**src/rtl/mem_stage_pkg.sv**
```systemverilog
// rtl/mem_stage_pkg.sv - shared func3 codes, FSM state and MEM/WB bubble for the MEM stage
// Contents: branch/load/store func3 constants, state_e, wb_ctrl_t and its bubble value.
package mem_stage_pkg;

  // Branch subtypes
  localparam logic [2:0] BEQ  = 3'b000;
  localparam logic [2:0] BNE  = 3'b001;
  localparam logic [2:0] BLT  = 3'b100;
  localparam logic [2:0] BGE  = 3'b101;
  localparam logic [2:0] BLTU = 3'b110;
  localparam logic [2:0] BGEU = 3'b111;

  // Load subtypes
  localparam logic [2:0] LB   = 3'b000;
  localparam logic [2:0] LH   = 3'b001;
  localparam logic [2:0] LW   = 3'b010;
  localparam logic [2:0] LBU  = 3'b100;
  localparam logic [2:0] LHU  = 3'b101;

  // Store subtypes
  localparam logic [2:0] SB   = 3'b000;
  localparam logic [2:0] SH   = 3'b001;
  localparam logic [2:0] SW   = 3'b010;

  typedef enum logic {
    IDLE = 1'b0,
    WAIT = 1'b1
  } state_e;

  // Control half of the MEM/WB register; data fields are cleared alongside it.
  typedef struct packed {
    logic [4:0] rd;
    logic       memtoreg;
    logic       regwrite;
  } wb_ctrl_t;

  localparam wb_ctrl_t WB_CTRL_BUBBLE = '{rd: 5'd0, memtoreg: 1'b0, regwrite: 1'b0};

endpackage

```
**src/rtl/mem_stage_if.sv**
```systemverilog
// rtl/mem_stage_if.sv - req/ack data-memory bus between the MEM stage and data memory
// master: req, we, addr (word aligned), wdata, be out; rdata, ack in.
// slave : the mirror image, for the memory model.
interface mem_stage_if #(
  parameter int XLEN = 32
);
  logic            req;
  logic            we;
  logic [XLEN-1:0] addr;
  logic [XLEN-1:0] wdata;
  logic [3:0]      be;
  logic [XLEN-1:0] rdata;
  logic            ack;

  modport master (
    output req, we, addr, wdata, be,
    input  rdata, ack
  );

  modport slave (
    input  req, we, addr, wdata, be,
    output rdata, ack
  );
endinterface

```
**src/rtl/mem_lsu_align.sv**
```systemverilog
// rtl/mem_lsu_align.sv - byte-lane alignment: store be/wdata, load extract/extend, misalignment
// Inputs : func3, addr_lo (address bits 1:0), is_store, store_data, load_word.
// Outputs: be, wdata, load_data, misaligned.
module mem_lsu_align
  import mem_stage_pkg::*;
#(
  parameter int XLEN = 32
) (
  input  logic [2:0]      func3,
  input  logic [1:0]      addr_lo,
  input  logic            is_store,
  input  logic [XLEN-1:0] store_data,
  input  logic [XLEN-1:0] load_word,
  output logic [3:0]      be,
  output logic [XLEN-1:0] wdata,
  output logic [XLEN-1:0] load_data,
  output logic            misaligned
);

  logic [XLEN-1:0] shifted;

  // Load and store func3 share the size encoding in bits 1:0 (00 byte, 01 half, 10 word).
  always_comb begin
    misaligned = 1'b0;
    case (func3[1:0])
      2'b01:   misaligned = addr_lo[0];
      2'b10:   misaligned = (addr_lo != 2'b00);
      default: misaligned = 1'b0;
    endcase
  end

  always_comb begin
    be    = 4'b1111;
    wdata = store_data;
    if (is_store) begin
      case (func3)
        SB: begin
          be    = 4'b0001 << addr_lo;
          wdata = {(XLEN/8){store_data[7:0]}};
        end
        SH: begin
          be    = addr_lo[1] ? 4'b1100 : 4'b0011;
          wdata = {(XLEN/16){store_data[15:0]}};
        end
        default: begin
          be    = 4'b1111;
          wdata = store_data;
        end
      endcase
    end
  end

  // Bring the addressed byte/half down to bit 0; halves are aligned so the shift is 0 or 16.
  assign shifted = load_word >> {addr_lo, 3'b000};

  always_comb begin
    load_data = load_word;
    case (func3)
      LB:      load_data = {{(XLEN-8){shifted[7]}}, shifted[7:0]};
      LH:      load_data = {{(XLEN-16){shifted[15]}}, shifted[15:0]};
      LBU:     load_data = {{(XLEN-8){1'b0}}, shifted[7:0]};
      LHU:     load_data = {{(XLEN-16){1'b0}}, shifted[15:0]};
      default: load_data = load_word;
    endcase
  end

endmodule

```
**src/rtl/mem_stage.sv**
```systemverilog
// rtl/mem_stage.sv - RV32 MEM stage: branch resolve, data-memory access, MEM/WB register
// Inputs : clk, rst, EX/MEM fields (*_ex), dmem bus slave side via dmem.rdata/dmem.ack.
// Outputs: pcsrc, pc_target, stall, dmem bus (req/we/addr/wdata/be), MEM/WB fields (*_wb),
//          misalign_err and bus_err one-cycle pulses.
module mem_stage
  import mem_stage_pkg::*;
#(
  parameter int XLEN    = 32,
  parameter int TIMEOUT = 255
) (
  input  logic            clk,
  input  logic            rst,
  input  logic [XLEN-1:0] sumB_ex,
  input  logic            zero_ex,
  input  logic [XLEN-1:0] alures_ex,
  input  logic [XLEN-1:0] b_ex,
  input  logic [4:0]      rd_ex,
  input  logic            branch_ex,
  input  logic            jump_ex,
  input  logic            memread_ex,
  input  logic            memwrite_ex,
  input  logic            memtoreg_ex,
  input  logic            regwrite_ex,
  input  logic [2:0]      func3_ex,
  output logic            pcsrc,
  output logic [XLEN-1:0] pc_target,
  output logic            stall,
  mem_stage_if.master     dmem,
  output logic [XLEN-1:0] memdata_wb,
  output logic [XLEN-1:0] alures_wb,
  output logic [4:0]      rd_wb,
  output logic            memtoreg_wb,
  output logic            regwrite_wb,
  output logic            misalign_err,
  output logic            bus_err
);

  localparam int CW = (TIMEOUT > 0) ? $clog2(TIMEOUT + 1) : 1;

  state_e          state_q, state_d;
  logic [CW-1:0]   cnt_q, cnt_d;
  logic [XLEN-1:0] memdata_q, memdata_d;
  logic [XLEN-1:0] alures_q, alures_d;
  wb_ctrl_t        wb_ctrl_q, wb_ctrl_d;
  logic            misalign_err_q, misalign_err_d;
  logic            bus_err_q, bus_err_d;

  logic            is_mem, misaligned, access, timeout_abort, taken, wb_bubble;
  logic [3:0]      st_be;
  logic [XLEN-1:0] st_wdata, load_data;

  mem_lsu_align #(.XLEN(XLEN)) u_align (
    .func3      (func3_ex),
    .addr_lo    (alures_ex[1:0]),
    .is_store   (memwrite_ex),
    .store_data (b_ex),
    .load_word  (dmem.rdata),
    .be         (st_be),
    .wdata      (st_wdata),
    .load_data  (load_data),
    .misaligned (misaligned)
  );

  assign is_mem = memread_ex | memwrite_ex;
  assign access = is_mem & ~misaligned;

  // Give up once TIMEOUT cycles have been spent waiting; an ack in that same cycle still wins.
  assign timeout_abort = (TIMEOUT != 0) && (state_q == WAIT) && (cnt_q == CW'(TIMEOUT))
                         && !dmem.ack && access;

  // A request is live in both states, so req only depends on access (and reset).
  assign dmem.req   = access & ~rst;
  assign dmem.we    = memwrite_ex;
  assign dmem.addr  = {alures_ex[XLEN-1:2], 2'b00};
  assign dmem.wdata = st_wdata;
  assign dmem.be    = st_be;

  assign stall = access & ~dmem.ack & ~timeout_abort & ~rst;

  always_comb begin
    taken = 1'b0;
    case (func3_ex)
      BEQ:         taken = zero_ex;
      BNE:         taken = ~zero_ex;
      BLT, BLTU:   taken = alures_ex[0];
      BGE, BGEU:   taken = ~alures_ex[0];
      default:     taken = 1'b0;
    endcase
  end

  assign pcsrc     = ((branch_ex & taken) | jump_ex) & ~stall & ~rst;
  assign pc_target = sumB_ex;

  always_comb begin
    state_d = state_q;
    cnt_d   = cnt_q;
    case (state_q)
      IDLE: begin
        if (access && !dmem.ack) begin
          state_d = WAIT;
          cnt_d   = CW'(1);
        end
      end
      WAIT: begin
        if (dmem.ack || timeout_abort || !access) begin
          state_d = IDLE;
          cnt_d   = '0;
        end else begin
          cnt_d = cnt_q + CW'(1);
        end
      end
      default: begin
        state_d = IDLE;
        cnt_d   = '0;
      end
    endcase
  end

  assign wb_bubble = stall | (is_mem & misaligned) | timeout_abort;

  always_comb begin
    memdata_d      = load_data;
    alures_d       = alures_ex;
    wb_ctrl_d      = '{rd: rd_ex, memtoreg: memtoreg_ex, regwrite: regwrite_ex};
    misalign_err_d = is_mem & misaligned;
    bus_err_d      = timeout_abort;
    if (wb_bubble) begin
      memdata_d = '0;
      alures_d  = '0;
      wb_ctrl_d = WB_CTRL_BUBBLE;
    end
  end

  always_ff @(posedge clk) begin
    if (rst) begin
      state_q        <= IDLE;
      cnt_q          <= '0;
      memdata_q      <= '0;
      alures_q       <= '0;
      wb_ctrl_q      <= WB_CTRL_BUBBLE;
      misalign_err_q <= 1'b0;
      bus_err_q      <= 1'b0;
    end else begin
      state_q        <= state_d;
      cnt_q          <= cnt_d;
      memdata_q      <= memdata_d;
      alures_q       <= alures_d;
      wb_ctrl_q      <= wb_ctrl_d;
      misalign_err_q <= misalign_err_d;
      bus_err_q      <= bus_err_d;
    end
  end

  assign memdata_wb   = memdata_q;
  assign alures_wb    = alures_q;
  assign rd_wb        = wb_ctrl_q.rd;
  assign memtoreg_wb  = wb_ctrl_q.memtoreg;
  assign regwrite_wb  = wb_ctrl_q.regwrite;
  assign misalign_err = misalign_err_q;
  assign bus_err      = bus_err_q;

endmodule

```
**src/flat_wrapper.sv**
```systemverilog
// flat-port wrapper written by rule: the top's interface ports become plain ports
module mem_stage_flat import mem_stage_pkg::*;
#(
  parameter int XLEN    = 32,
  parameter int TIMEOUT = 255
)
  (clk, rst, sumB_ex, zero_ex, alures_ex, b_ex, rd_ex, branch_ex, jump_ex, memread_ex, memwrite_ex, memtoreg_ex, regwrite_ex, func3_ex, pcsrc, pc_target, stall, memdata_wb, alures_wb, rd_wb, memtoreg_wb, regwrite_wb, misalign_err, bus_err, dmem_req, dmem_we, dmem_addr, dmem_wdata, dmem_be, dmem_rdata, dmem_ack);
  mem_stage_if #(.XLEN(XLEN)) dmem_i ();
  input  logic clk;
  input  logic rst;
  input  logic [XLEN-1:0] sumB_ex;
  input  logic zero_ex;
  input  logic [XLEN-1:0] alures_ex;
  input  logic [XLEN-1:0] b_ex;
  input  logic [4:0] rd_ex;
  input  logic branch_ex;
  input  logic jump_ex;
  input  logic memread_ex;
  input  logic memwrite_ex;
  input  logic memtoreg_ex;
  input  logic regwrite_ex;
  input  logic [2:0] func3_ex;
  output logic pcsrc;
  output logic [XLEN-1:0] pc_target;
  output logic stall;
  output logic [XLEN-1:0] memdata_wb;
  output logic [XLEN-1:0] alures_wb;
  output logic [4:0] rd_wb;
  output logic memtoreg_wb;
  output logic regwrite_wb;
  output logic misalign_err;
  output logic bus_err;
  output wire logic [$bits(dmem_i.req)-1:0] dmem_req;
  output wire logic [$bits(dmem_i.we)-1:0] dmem_we;
  output wire logic [$bits(dmem_i.addr)-1:0] dmem_addr;
  output wire logic [$bits(dmem_i.wdata)-1:0] dmem_wdata;
  output wire logic [$bits(dmem_i.be)-1:0] dmem_be;
  input wire logic [$bits(dmem_i.rdata)-1:0] dmem_rdata;
  input wire logic [$bits(dmem_i.ack)-1:0] dmem_ack;
  assign dmem_req = dmem_i.req;
  assign dmem_we = dmem_i.we;
  assign dmem_addr = dmem_i.addr;
  assign dmem_wdata = dmem_i.wdata;
  assign dmem_be = dmem_i.be;
  assign dmem_i.rdata = dmem_rdata;
  assign dmem_i.ack = dmem_ack;
  mem_stage #(.XLEN(XLEN), .TIMEOUT(TIMEOUT)) u_core (.clk(clk), .rst(rst), .sumB_ex(sumB_ex), .zero_ex(zero_ex), .alures_ex(alures_ex), .b_ex(b_ex), .rd_ex(rd_ex), .branch_ex(branch_ex), .jump_ex(jump_ex), .memread_ex(memread_ex), .memwrite_ex(memwrite_ex), .memtoreg_ex(memtoreg_ex), .regwrite_ex(regwrite_ex), .func3_ex(func3_ex), .pcsrc(pcsrc), .pc_target(pc_target), .stall(stall), .dmem(dmem_i), .memdata_wb(memdata_wb), .alures_wb(alures_wb), .rd_wb(rd_wb), .memtoreg_wb(memtoreg_wb), .regwrite_wb(regwrite_wb), .misalign_err(misalign_err), .bus_err(bus_err));
endmodule
```
**config.mk**
```make
export PLATFORM = sky130hd
export DESIGN_NAME = mem_stage_flat
export DESIGN_NICKNAME = d
export VERILOG_FILES = /design/src/rtl/mem_stage_pkg.sv /design/src/rtl/mem_stage_if.sv /design/src/rtl/mem_lsu_align.sv /design/src/rtl/mem_stage.sv /design/src/flat_wrapper.sv
export SDC_FILE = /design/constraint.sdc
export NUM_CORES = 1
export LEC_CHECK = 0
export CAP_MARGIN = 20
export CELL_PAD_IN_SITES_DETAIL_PLACEMENT = 1
export CELL_PAD_IN_SITES_GLOBAL_PLACEMENT = 2
export CORE_AREA = 2 2 153 185
export DETAILED_ROUTE_END_ITERATION = 8
export DIE_AREA = 0 0 155 187
export PLACE_DENSITY_LB_ADDON = 0.2
export SETUP_SLACK_MARGIN = 0.2
export SLEW_MARGIN = 30
export SYNTH_ARGS = -nofsm -noshare
export SYNTH_HDL_FRONTEND = slang
export SYNTH_SLANG_ARGS = --single-unit
```
**constraint.sdc**
```tcl
create_clock -name clk -period 2.2 [get_ports clk]
set_clock_uncertainty 0.1 [all_clocks]
set_input_delay 0.55 -clock clk [delete_from_list [all_inputs] [get_ports clk]]
set_output_delay 0.55 -clock clk [all_outputs]
set_load 0.01 [all_outputs]
```
==> results.yml, run 1 <==
cts:
  worstSkewPairLatency_ns: 0.35
  htreeDepth: 3
  cts_root_buffer: "sky130_fd_sc_hd__clkbuf_16"
  post_cts_hold_fix_bufs: 0
  clockBufferDepth: 2
  cts.clk_slew.worst_paths_ns: 0.07
  cts_made_buffers: 9
  cts_tree: "done"
  cts_num_sinks: 82
setup_path:
  r2r.worst_path.cells: 7
  crit_path_start_kind: "input port"
  ff2ff_setup_slack_ns: 0.51
  cp_num_buf_inv: 4
  timing.rr.end: "u_core.cnt_q[3]"
  critical_path.top_delay_family: "buffers and inverters"
  series_of_cell_instances_along_the_critical_path: "buf_8, buf_6, ha_4, buf_6, or3_4, a22o_1, buf_2"
  critPathMostFrequentCell: "sky130_fd_sc_hd__buf_6"
  required_arrival_time_at_the_worst_endpoint_ns: 1.55
  crit_path_end: "dmem_wdata[8]"
  worst_r2r_startpoint: "u_core.cnt_q[5]"
  endpoint_kind: "output pin"
  worst-path-stages: 7
  crit_fanout: 8
  setup.worst_path.class: "in -> out"
  worstPathArrival_ns: 1.78
  crit_slowest_cell: "sky130_fd_sc_hd__or3_4"
  critPathMaxStageDelay_ns: 0.38
  startpoint: "func3_ex[0]"
synth:
  synth-edff-count: 0
  synth.ff_latch_count: 82
  seq_area_frac_synth: 0.3815
  post_synth_inst_count: 504
  synthesis.area_um2: 4303
  synth_top_cell_by_area: "sky130_fd_sc_hd__dfxtp_1"
  post_synth.cell_area_avg_um2: 8.537
  synth_top_cells_by_area: "sky130_fd_sc_hd__dfxtp_1 38%, sky130_fd_sc_hd__buf_4 13%, sky130_fd_sc_hd__and2_1 8.0%"
  synth_top_flop_cell: "sky130_fd_sc_hd__dfxtp_1"
  postSynth.asyncResetShare: 0
  synthTopCellsByCount: "82 x sky130_fd_sc_hd__dfxtp_1, 74 x sky130_fd_sc_hd__buf_4, 64 x sky130_fd_sc_hd__nand2_1"
  yosys.cell_types.count: 47
  synth.top_cell.area_share: 0.3815
  post-synth-top-count-cell: "sky130_fd_sc_hd__dfxtp_1"
  yosys_warnings: 0
finish:
  layout.nets: 926
  final_design_area_no_fill_um2: 8303
  finish.cell_count_without_fillers: 1126
  antenna-diode-count: 0
  post_route_cells_drive_above_1_share: 0.3214
  area_growth_pct: 92.96
sta:
  final-hold-violation-count: 0
  tightest_slew_ns: 0.6217
  fmaxAchievable_mhz: 412.0
  minimum_setup_slack_in_the_final_design_ns: -0.2272
  final.setup.tns_ns: -3.317
  layout_min_cycle_time_ns: 2.427
  timing.final.crit_share: 1.103
  setup_violators_final: 36
  slew_headroom: 0.5840
  final.hold.worst_slack_ns: 0.5026
  grt_setup_unrepaired: "yes"
  final_count_of_pins_violating_max_slew: 0
grt:
  grt_pass1_wl_um: 30220
  grt_overflow: 0
  grt_antenna_before_repair: 1
  global_route.usage.total: 0.1374
  grt_max_degree: 33
  via_count_of_the_first_global_routing_pass: 5142
power_and_ir_drop:
  netSwitchingPower_uw: 1279
  power-per-cell-area_nw_per_um2: 538.8
  cell_internal_power_uw: 3194
  combPwrFrac: 0.289
  clock_network_power_share: 0.357
  power_frac_seq: 0.354
  cellLeakagePower_uw: 0.003448
  irDropWorstVdd_mv: 0.4155
  p_sw_frac: 0.2860
detailed_routing:
  top_signal_layer_used: "met5"
  route.detailed.vias_per_inst: 4.092
  drcViolationCount: 0
  ant_nets: 0
  detail_route.wirelength.met1_um: 7633
  wl_met2_um: 10970
  sum_of_met3_wire_segment_lengths_after_detailed_routing_um: 1034
  drtIter0Drc: 145
  drt_pre_antenna_iters: 4
  detailroute.via_count: 4608
  wirelength_um: 20060
  routed_wire_length_per_instance_um: 17.82
hold_path:
  min_path_type: "reg -> reg"
placed_design:
  detailedPlace.worstSlack_ns: -1.041
  standard_cell_area_after_detailed_placement_um2: 7263
  detailedPlacementHpwl_um: 14470
  gp_routability_congestion: 0.7437
  dp_cells: 1074
  portBuffers: 256
floorplanning:
  standard_cell_rows: 67
  placeableCoreArea_um2: 27410
  floorplan.die_area_um2: 28990
  die_height_um: 187
  start_util: 0.1570
  num_io_pins: 323
  floorplan.die.width_um: 155
run_status:
  violations: "setup timing"
  run_status: "finished with violations"
job:
  drv.max_cap_violation_count: 0
-- state kept, by name (all words and copies together) (netlist names) --
register,flops
u_core.memtoreg_wb,1
u_core.regwrite_wb,1
u_core.bus_err,1
u_core.alures_wb,32
u_core.misalign_err,1
u_core.cnt_q,8
u_core.rd_wb,5
u_core.state_q,1
u_core.memdata_wb,32
-- worst min-delay path, delay by kind of cell (launching register included) --
family | cells | cell delay [ns]
flops | 1 | 0.34
buf+inv | 1 | 0.12
compound gates | 1 | 0.06
simple gates | 1 | 0.05
-- per-stage QoR --
step	utilization	total power [uW]
CTS	0.2914	4504
global placement	0.2650	2756
global route	0.3029	4726
finish	0.3029	4473
detailed placement	0.2650	2768
floorplan	-	2139
-- area by class of cell --
type                       count  area, um^2
inverter                       4       17.52
tap                          345       431.7
clock inverter                 7       76.32
clock buffer                   9       225.2
sequential                    82        1644
fill                        3139       19110
timing repair buffer         366        3578
multi-input combinational    313        2330
-- worst min path at each step --
stage                     from                     to  slack (ns)  cells past startpoint
2_1_floorplan  u_core.cnt_q[1]        u_core.cnt_q[1]        0.37                      2
3_3_place_gp   u_core.cnt_q[7]        u_core.cnt_q[7]        0.47                      3
4_1_cts        u_core.cnt_q[4]        u_core.cnt_q[4]        0.51                      3
6_report       u_core.cnt_q[7]        u_core.cnt_q[7]        0.50                      3
5_1_grt         dmem_rdata[23]  u_core.memdata_wb[23]        0.51                      3
3_5_place_dp   u_core.cnt_q[4]        u_core.cnt_q[4]        0.49                      3
-- placed cells by master (no fill, tap or decap), types with 12 or more instances in the layout --
| cell type | instances |
|---|---|
| sky130_fd_sc_hd__a21oi_1 | 17 |
| sky130_fd_sc_hd__buf_6 | 23 |
| sky130_fd_sc_hd__nand2_1 | 48 |
| sky130_fd_sc_hd__clkdlybuf4s50_1 | 167 |
| sky130_fd_sc_hd__a211oi_1 | 12 |
| sky130_fd_sc_hd__and2_1 | 40 |
| sky130_fd_sc_hd__buf_2 | 27 |
| sky130_fd_sc_hd__nor2_1 | 12 |
| sky130_fd_sc_hd__nand2_2 | 13 |
| sky130_fd_sc_hd__buf_4 | 72 |
| sky130_fd_sc_hd__dfxtp_1 | 80 |
| sky130_fd_sc_hd__mux2i_1 | 17 |
| sky130_fd_sc_hd__dlygate4sd2_1 | 40 |
| sky130_fd_sc_hd__and2_4 | 16 |
-- layer usage --
metal  up-vias  global-route usage
met5         -                   0
met4         2             0.04380
met3        36             0.03360
met2       156              0.2644
met1      2212              0.1442
li1       2202                   -
-- kinds of logic (layout without fill, tap and decap cells) --
family | after synthesis | after routing | share of synthesized area
adder cells (fa/ha/maj) | 4 | 4 | 0.01163
AND/OR/NAND/NOR | 183 | 183 | 0.2259
XOR/XNOR | 3 | 3 | 0.006108
flip-flops | 82 | 82 | 0.3815
AO/OA/AOI/OAI | 103 | 103 | 0.1631
buffers and inverters | 110 | 386 | 0.1660
multiplexers | 18 | 18 | 0.04478
other | 1 | 2 | 0.0008715
-- what timing repair did --
item                                   CTS  global route
setup endpoints to repair              151           102
gates cloned                             7             2
pin swaps                               28            18
buffers inserted                        18             9
endpoints found under the hold margin    0             0
gates resized for setup                270            67
-- power by group through the flow --
stage / logic, uW / clock network (uW) / registers, uW
3_5_place_dp: 1150 / 0 / 1620
2_1_floorplan: 484 / 0 / 1650
6_report: 1290 / 1600 / 1590
3_3_place_gp: 1140 / 0 / 1620
5_1_grt: 1390 / 1740 / 1590
4_1_cts: 1250 / 1670 / 1590
Power figures use the tool's default switching activity.
==> inputs of run 2 (changes only) <==
CORE_AREA = 2 2 149 180   (was 2 2 153 185)
DIE_AREA = 0 0 151 182   (was 0 0 155 187)
clock period = 2.63 ns   (was 2.2 ns; I/O delays follow)
==> run 2 against run 1 <==
The run now ends clean. Critical path depth grew 2. Worst hold slack got worse by 0.066 ns. Via count shrank 3.9%. Total power down 19%. Utilization is 0.79 points lower. Non-clock buffer count down 46. Combinational power fell by 27%. Critical path type unchanged. Critical endpoint is now pcsrc. Largest cell class unchanged.
==> results.yml, run 2 (synthesized netlist as in run 1, its figures left out) <==
run_status:
  run_status: "finished clean"
setup_path:
  critical_path.top_delay_family: "buffers and inverters"
  critPathMaxStageDelay_ns: 0.19
  cp_num_buf_inv: 5
  crit_path_end: "pcsrc"
  timing.rr.end: "u_core.cnt_q[6]"
  worst_r2r_startpoint: "u_core.cnt_q[0]"
  r2r.worst_path.cells: 6
  series_of_cell_instances_along_the_critical_path: "buf_8, buf_6, ha_4, buf_6, nand3_4, and3_4, buf_6, a211oi_4, buf_2"
  setup.worst_path.class: "in -> out"
  worstPathArrival_ns: 1.84
  required_arrival_time_at_the_worst_endpoint_ns: 1.87
  ff2ff_setup_slack_ns: 1.00
  worst-path-stages: 9
  startpoint: "func3_ex[0]"
  crit_fanout: 7
  crit_slowest_cell: "sky130_fd_sc_hd__ha_4"
  critPathMostFrequentCell: "sky130_fd_sc_hd__buf_6"
  crit_path_start_kind: "input port"
  endpoint_kind: "output pin"
grt:
  via_count_of_the_first_global_routing_pass: 4790
  grt_max_degree: 33
  global_route.usage.total: 0.1286
  grt_pass1_wl_um: 27150
  grt_antenna_before_repair: 2
  grt_overflow: 0
placed_design:
  gp_routability_congestion: 0.7467
  detailedPlacementHpwl_um: 13870
  dp_cells: 1039
  standard_cell_area_after_detailed_placement_um2: 7052
  portBuffers: 256
detailed_routing:
  route.detailed.vias_per_inst: 4.131
  drtIter0Drc: 115
  drcViolationCount: 0
  routed_wire_length_per_instance_um: 16.82
  drt_pre_antenna_iters: 4
  ant_nets: 0
  wirelength_um: 18040
  detailroute.via_count: 4428
finish:
  final_design_area_no_fill_um2: 7630
  post_route_cells_drive_above_1_share: 0.2340
  finish.utilization: 0.2950
  area_growth_pct: 77.32
  finish.cell_count_without_fillers: 1072
  layout.nets: 880
  layout_commonest_cell: "sky130_fd_sc_hd__clkdlybuf4s50_1"
  n_fill_cell: 3011
  layout.cells.most_common_list: "178 x sky130_fd_sc_hd__clkdlybuf4s50_1, 82 x sky130_fd_sc_hd__dfxtp_1, 55 x sky130_fd_sc_hd__and2_1, 45 x sky130_fd_sc_hd__buf_4, 36 x sky130_fd_sc_hd__nand2_1"
hold_path:
  min_path_type: "reg -> reg"
floorplanning:
  floorplan.die_area_um2: 27480
  die_height_um: 182
  floorplan.die.width_um: 151
  standard_cell_rows: 65
  placeableCoreArea_um2: 25860
  num_io_pins: 323
  start_util: 0.1664
sta:
  final_count_of_pins_violating_max_slew: 0
  setup_violators_final: 0
  final-hold-violation-count: 0
  layout_min_cycle_time_ns: 2.596
  fmaxAchievable_mhz: 385.2
  grt_setup_unrepaired: "yes"
  tightest_slew_ns: 0.5987
  final.setup.tns_ns: 0
  timing.final.crit_share: 0.9871
  slew_headroom: 0.5994
  final.hold.worst_slack_ns: 0.4363
job:
  drv.max_cap_violation_count: 0
power_and_ir_drop:
  power-per-cell-area_nw_per_um2: 474.3
  netSwitchingPower_uw: 1010
  cellLeakagePower_uw: 0.003127
  combPwrFrac: 0.261
  power_frac_seq: 0.366
  p_sw_frac: 0.2790
  irDropWorstVdd_mv: 0.2999
  clock_network_power_share: 0.374
  cell_internal_power_uw: 2609
cts:
  clockBufferDepth: 2
  cts_tree: "done"
  worstSkewPairLatency_ns: 0.34
  cts.clk_slew.worst_paths_ns: 0.07
  htreeDepth: 3
  cts_made_buffers: 9
  cts_root_buffer: "sky130_fd_sc_hd__clkbuf_16"
  cts_num_sinks: 82
run 2: cell count changes in the layout (fill, tap and decap cells not counted), sizes merged:
cell           change
buf               -42
clkdlybuf4s15     -11
clkdlybuf4s50     +11
dlygate4sd2        -7
dlymetal6s2s       +6
diode              +2
bufbuf             -1
clkbuf             -1
clkinv             -1
clkinvlp           +1
inv                -1
run 2: power by group through the flow:
| stage | Combinational [uW] | Clock (uW) | Sequential, uW |
|---|---|---|---|
| after CTS | 929 | 1400 | 1320 |
| after floorplan | 402 | 0 | 1380 |
| after detailed placement | 930 | 0 | 1350 |
| final | 943 | 1350 | 1320 |
| after global routing | 1020 | 1460 | 1330 |
| after global placement | 925 | 0 | 1350 |
run 2: final cells by class:
cell class | count | area, um^2 | area share
antenna | 2 | 5.005 | 0.0006560
clock buffer | 10 | 239.0 | 0.03132
clock inverter | 6 | 73.82 | 0.009675
inverter | 4 | 25.02 | 0.003280
multi-input combinational | 313 | 2187 | 0.2867
sequential | 82 | 1642 | 0.2152
tap | 335 | 419.2 | 0.05494
timing repair buffer | 320 | 3039 | 0.3983
run 2: worst min-delay path by stage:
stage / start / slack [ns] / depth (start not counted) / to
finish: u_core.state_q / 0.44 / 2 / u_core.bus_err
global route: u_core.state_q / 0.46 / 2 / u_core.bus_err
CTS: u_core.state_q / 0.43 / 2 / u_core.bus_err
detailed placement: u_core.cnt_q[7] / 0.42 / 2 / u_core.cnt_q[7]
global placement: u_core.cnt_q[6] / 0.41 / 2 / u_core.cnt_q[6]
floorplan: u_core.cnt_q[1] / 0.37 / 2 / u_core.cnt_q[1]
run 2: repair_timing:
action,4_1_cts,5_1_grt
gates cloned,1,1
pin swaps,25,24
endpoints found under the setup margin,96,39
resized for setup,233,45
hold buffers,0,0
setup buffers,9,4
endpoints found under the hold margin,0,0
run 2: layer usage:
metal,vias up,GRT usage,share of wire
met5,-,0,0
met4,0,0.05271,0.031
met3,51,0.04045,0.068
met2,162,0.2369,0.53
met1,2113,0.1329,0.37
li1,2102,-,-
run 2: tightest hold or removal path: stages (launching register included):
cell and delay, ns:
sky130_fd_sc_hd__dfxtp_1 0.32, sky130_fd_sc_hd__nand2_2 0.11, sky130_fd_sc_hd__nor3b_1 0.06
run 2: stage by stage:
stage	setup slack (ns)	total power [uW]
after CTS	0.04371	3654
after floorplan	0.07719	1786
after detailed placement	-0.8545	2283
after global routing	-0.005143	3811
final	0.03392	3619
after global placement	-0.8120	2277
==> inputs of run 3 (changes only) <==
CTS_CLUSTER_DIAMETER = 120   (was unset)
GPL_TIMING_DRIVEN = 0   (was unset)
==> run 3 against run 2 <==
The flow now finishes with violations (setup timing). First-iteration DRC count up 22%. Critical path depth grew 2. Global-route usage grew 1.4 points. Critical path type unchanged. Flip-flop and latch count unchanged. Via count grew 8.6%. Total power increased by 3.0%. Non-clock buffer count rose by 104.
==> results.yml, run 3 (synthesized netlist as in run 1, its figures left out) <==
run_status:
  run_status: "finished with violations"
  violations: "setup timing"
cts:
  cts_num_sinks: 82
  clockBufferDepth: 2
  htreeDepth: 3
  cts.clk_slew.worst_paths_ns: 0.06
  cts_root_buffer: "sky130_fd_sc_hd__clkbuf_16"
  cts_made_buffers: 9
  cts_tree: "done"
  post_cts_hold_fix_bufs: 0
  worstSkewPairLatency_ns: 0.35
grt:
  grt_max_degree: 14
  grt_pass1_wl_um: 29710
  global_route.usage.total: 0.1426
  grt_overflow: 0
  via_count_of_the_first_global_routing_pass: 5305
  grt_antenna_before_repair: 0
sta:
  slew_headroom: 0.5023
  timing.final.crit_share: 1.017
  minimum_setup_slack_in_the_final_design_ns: -0.04493
  setup_violators_final: 17
  fmaxAchievable_mhz: 373.8
  final.hold.worst_slack_ns: 0.3941
  final_count_of_pins_violating_max_slew: 0
  final-hold-violation-count: 0
  grt_setup_unrepaired: "yes"
  tightest_slew_ns: 0.7415
  layout_min_cycle_time_ns: 2.675
power_and_ir_drop:
  p_total_uw: 3729
  irDropWorstVdd_mv: 0.2959
  power-per-cell-area_nw_per_um2: 434.2
  cellLeakagePower_uw: 0.003557
floorplanning:
  standard_cell_rows: 65
  placeableCoreArea_um2: 25860
  floorplan.die.width_um: 151
  start_util: 0.1664
  num_io_pins: 323
  die_height_um: 182
  floorplan.die_area_um2: 27480
finish:
  area_growth_pct: 99.59
  finish.cell_count_without_fillers: 1174
  post_route_cells_drive_above_1_share: 0.2896
  register_area_um2: 1644
  layout.cells.most_common_list: "210 x sky130_fd_sc_hd__clkdlybuf4s50_1, 96 x sky130_fd_sc_hd__buf_4, 80 x sky130_fd_sc_hd__dfxtp_1, 55 x sky130_fd_sc_hd__and2_1, 40 x sky130_fd_sc_hd__dlygate4sd2_1"
  layout_commonest_cell: "sky130_fd_sc_hd__clkdlybuf4s50_1"
  final_design_area_no_fill_um2: 8588
  n_fill_cell: 3031
  multiInputGateArea_um2: 2266
  layout.nets: 984
  antenna-diode-count: 0
detailed_routing:
  ant_nets: 0
  route.detailed.vias_per_inst: 4.098
  drcViolationCount: 0
  drt_pre_antenna_iters: 4
  wirelength_um: 19860
  routed_wire_length_per_instance_um: 16.92
  drtIter0Drc: 140
  detailroute.via_count: 4811
placed_design:
  dp_cells: 1127
  gp_routability_congestion: 0.7653
  portBuffers: 287
  standard_cell_area_after_detailed_placement_um2: 7675
  detailedPlacementHpwl_um: 15400
setup_path:
  crit_path_start_kind: "input port"
  setup.worst_path.class: "in -> out"
  crit_slowest_cell: "sky130_fd_sc_hd__or2_4"
  crit_fanout: 7
  critPathMostFrequentCell: "sky130_fd_sc_hd__buf_12"
  critical_path.top_delay_family: "buffers and inverters"
  worstPathArrival_ns: 1.92
  endpoint_kind: "output pin"
  cp_num_buf_inv: 6
  critPathMaxStageDelay_ns: 0.23
  required_arrival_time_at_the_worst_endpoint_ns: 1.87
  series_of_cell_instances_along_the_critical_path: "buf_8, inv_6, ha_4, buf_12, nor2_4, or2_4, clkbuf_16, buf_12, nand2_2, o21ai_1, buf_2"
job:
  drv.max_cap_violation_count: 0
hold_path:
  min_path_type: "reg -> reg"
## run 3: worst paths after layout
kind / startpoint / end / slack, ns / depth (start not counted)
setup reg to reg: u_core.cnt_q[0] / u_core.cnt_q[5] / 1.00 / 5
hold reg to reg: u_core.cnt_q[1] / u_core.cnt_q[1] / 0.39 / 2
hold / removal: u_core.cnt_q[1] / u_core.cnt_q[1] / 0.39 / 2
setup / recovery: func3_ex[1] / dmem_wdata[29] / -0.04 / 11
## run 3: timing repair
action / in CTS / in global routing
pin swaps: 35 / 15
buffers inserted: 23 / 5
cloned: 3 / 0
gates resized for setup: 291 / 40
endpoints found under the setup margin: 143 / 31
## run 3: per-layer routing
metal,vias up,wire [um],GRT usage
met5,-,0,0
met4,0,480,0.05009
met3,27,1407,0.04824
met2,208,10770,0.2629
met1,2261,7199,0.1486
li1,2315,-,-
## run 3: worst reg2reg max path, cell delays in order, from the launching register on
cell,delay [ns]
sky130_fd_sc_hd__dfxtp_2,0.35
sky130_fd_sc_hd__ha_1,0.24
sky130_fd_sc_hd__nand3_1,0.15
sky130_fd_sc_hd__o211a_1,0.22
sky130_fd_sc_hd__nand2_1,0.12
sky130_fd_sc_hd__o311ai_0,0.34
## run 3: layout make-up
cell class,count,share of cell area
flip-flops and latches,82,0.1914
inverters,4,0.002622
plain buffers,106,0.1018
well taps,335,0.04881
multi-input cells,313,0.2638
clock inverters,4,0.005973
repair buffers,318,0.3580
clock buffers,12,0.02753
## run 3: report_power, final
group	internal (uW)	leakage (uW)	switching, uW
Sequential	1310	0.000673	20.0
Combinational	647	0.00275	473
Clock	739	0.000137	543
## run 3: stage by stage
step	utilization	setup TNS (ns)	setup WS [ns]
2_1_floorplan	-	0	0.07719
3_3_place_gp	0.2968	-57.61	-1.189
3_5_place_dp	0.2968	-60.19	-1.248
4_1_cts	0.3246	-0.5693	-0.07227
5_1_grt	0.3321	-1.129	-0.08005
6_report	0.3321	-0.3558	-0.04493
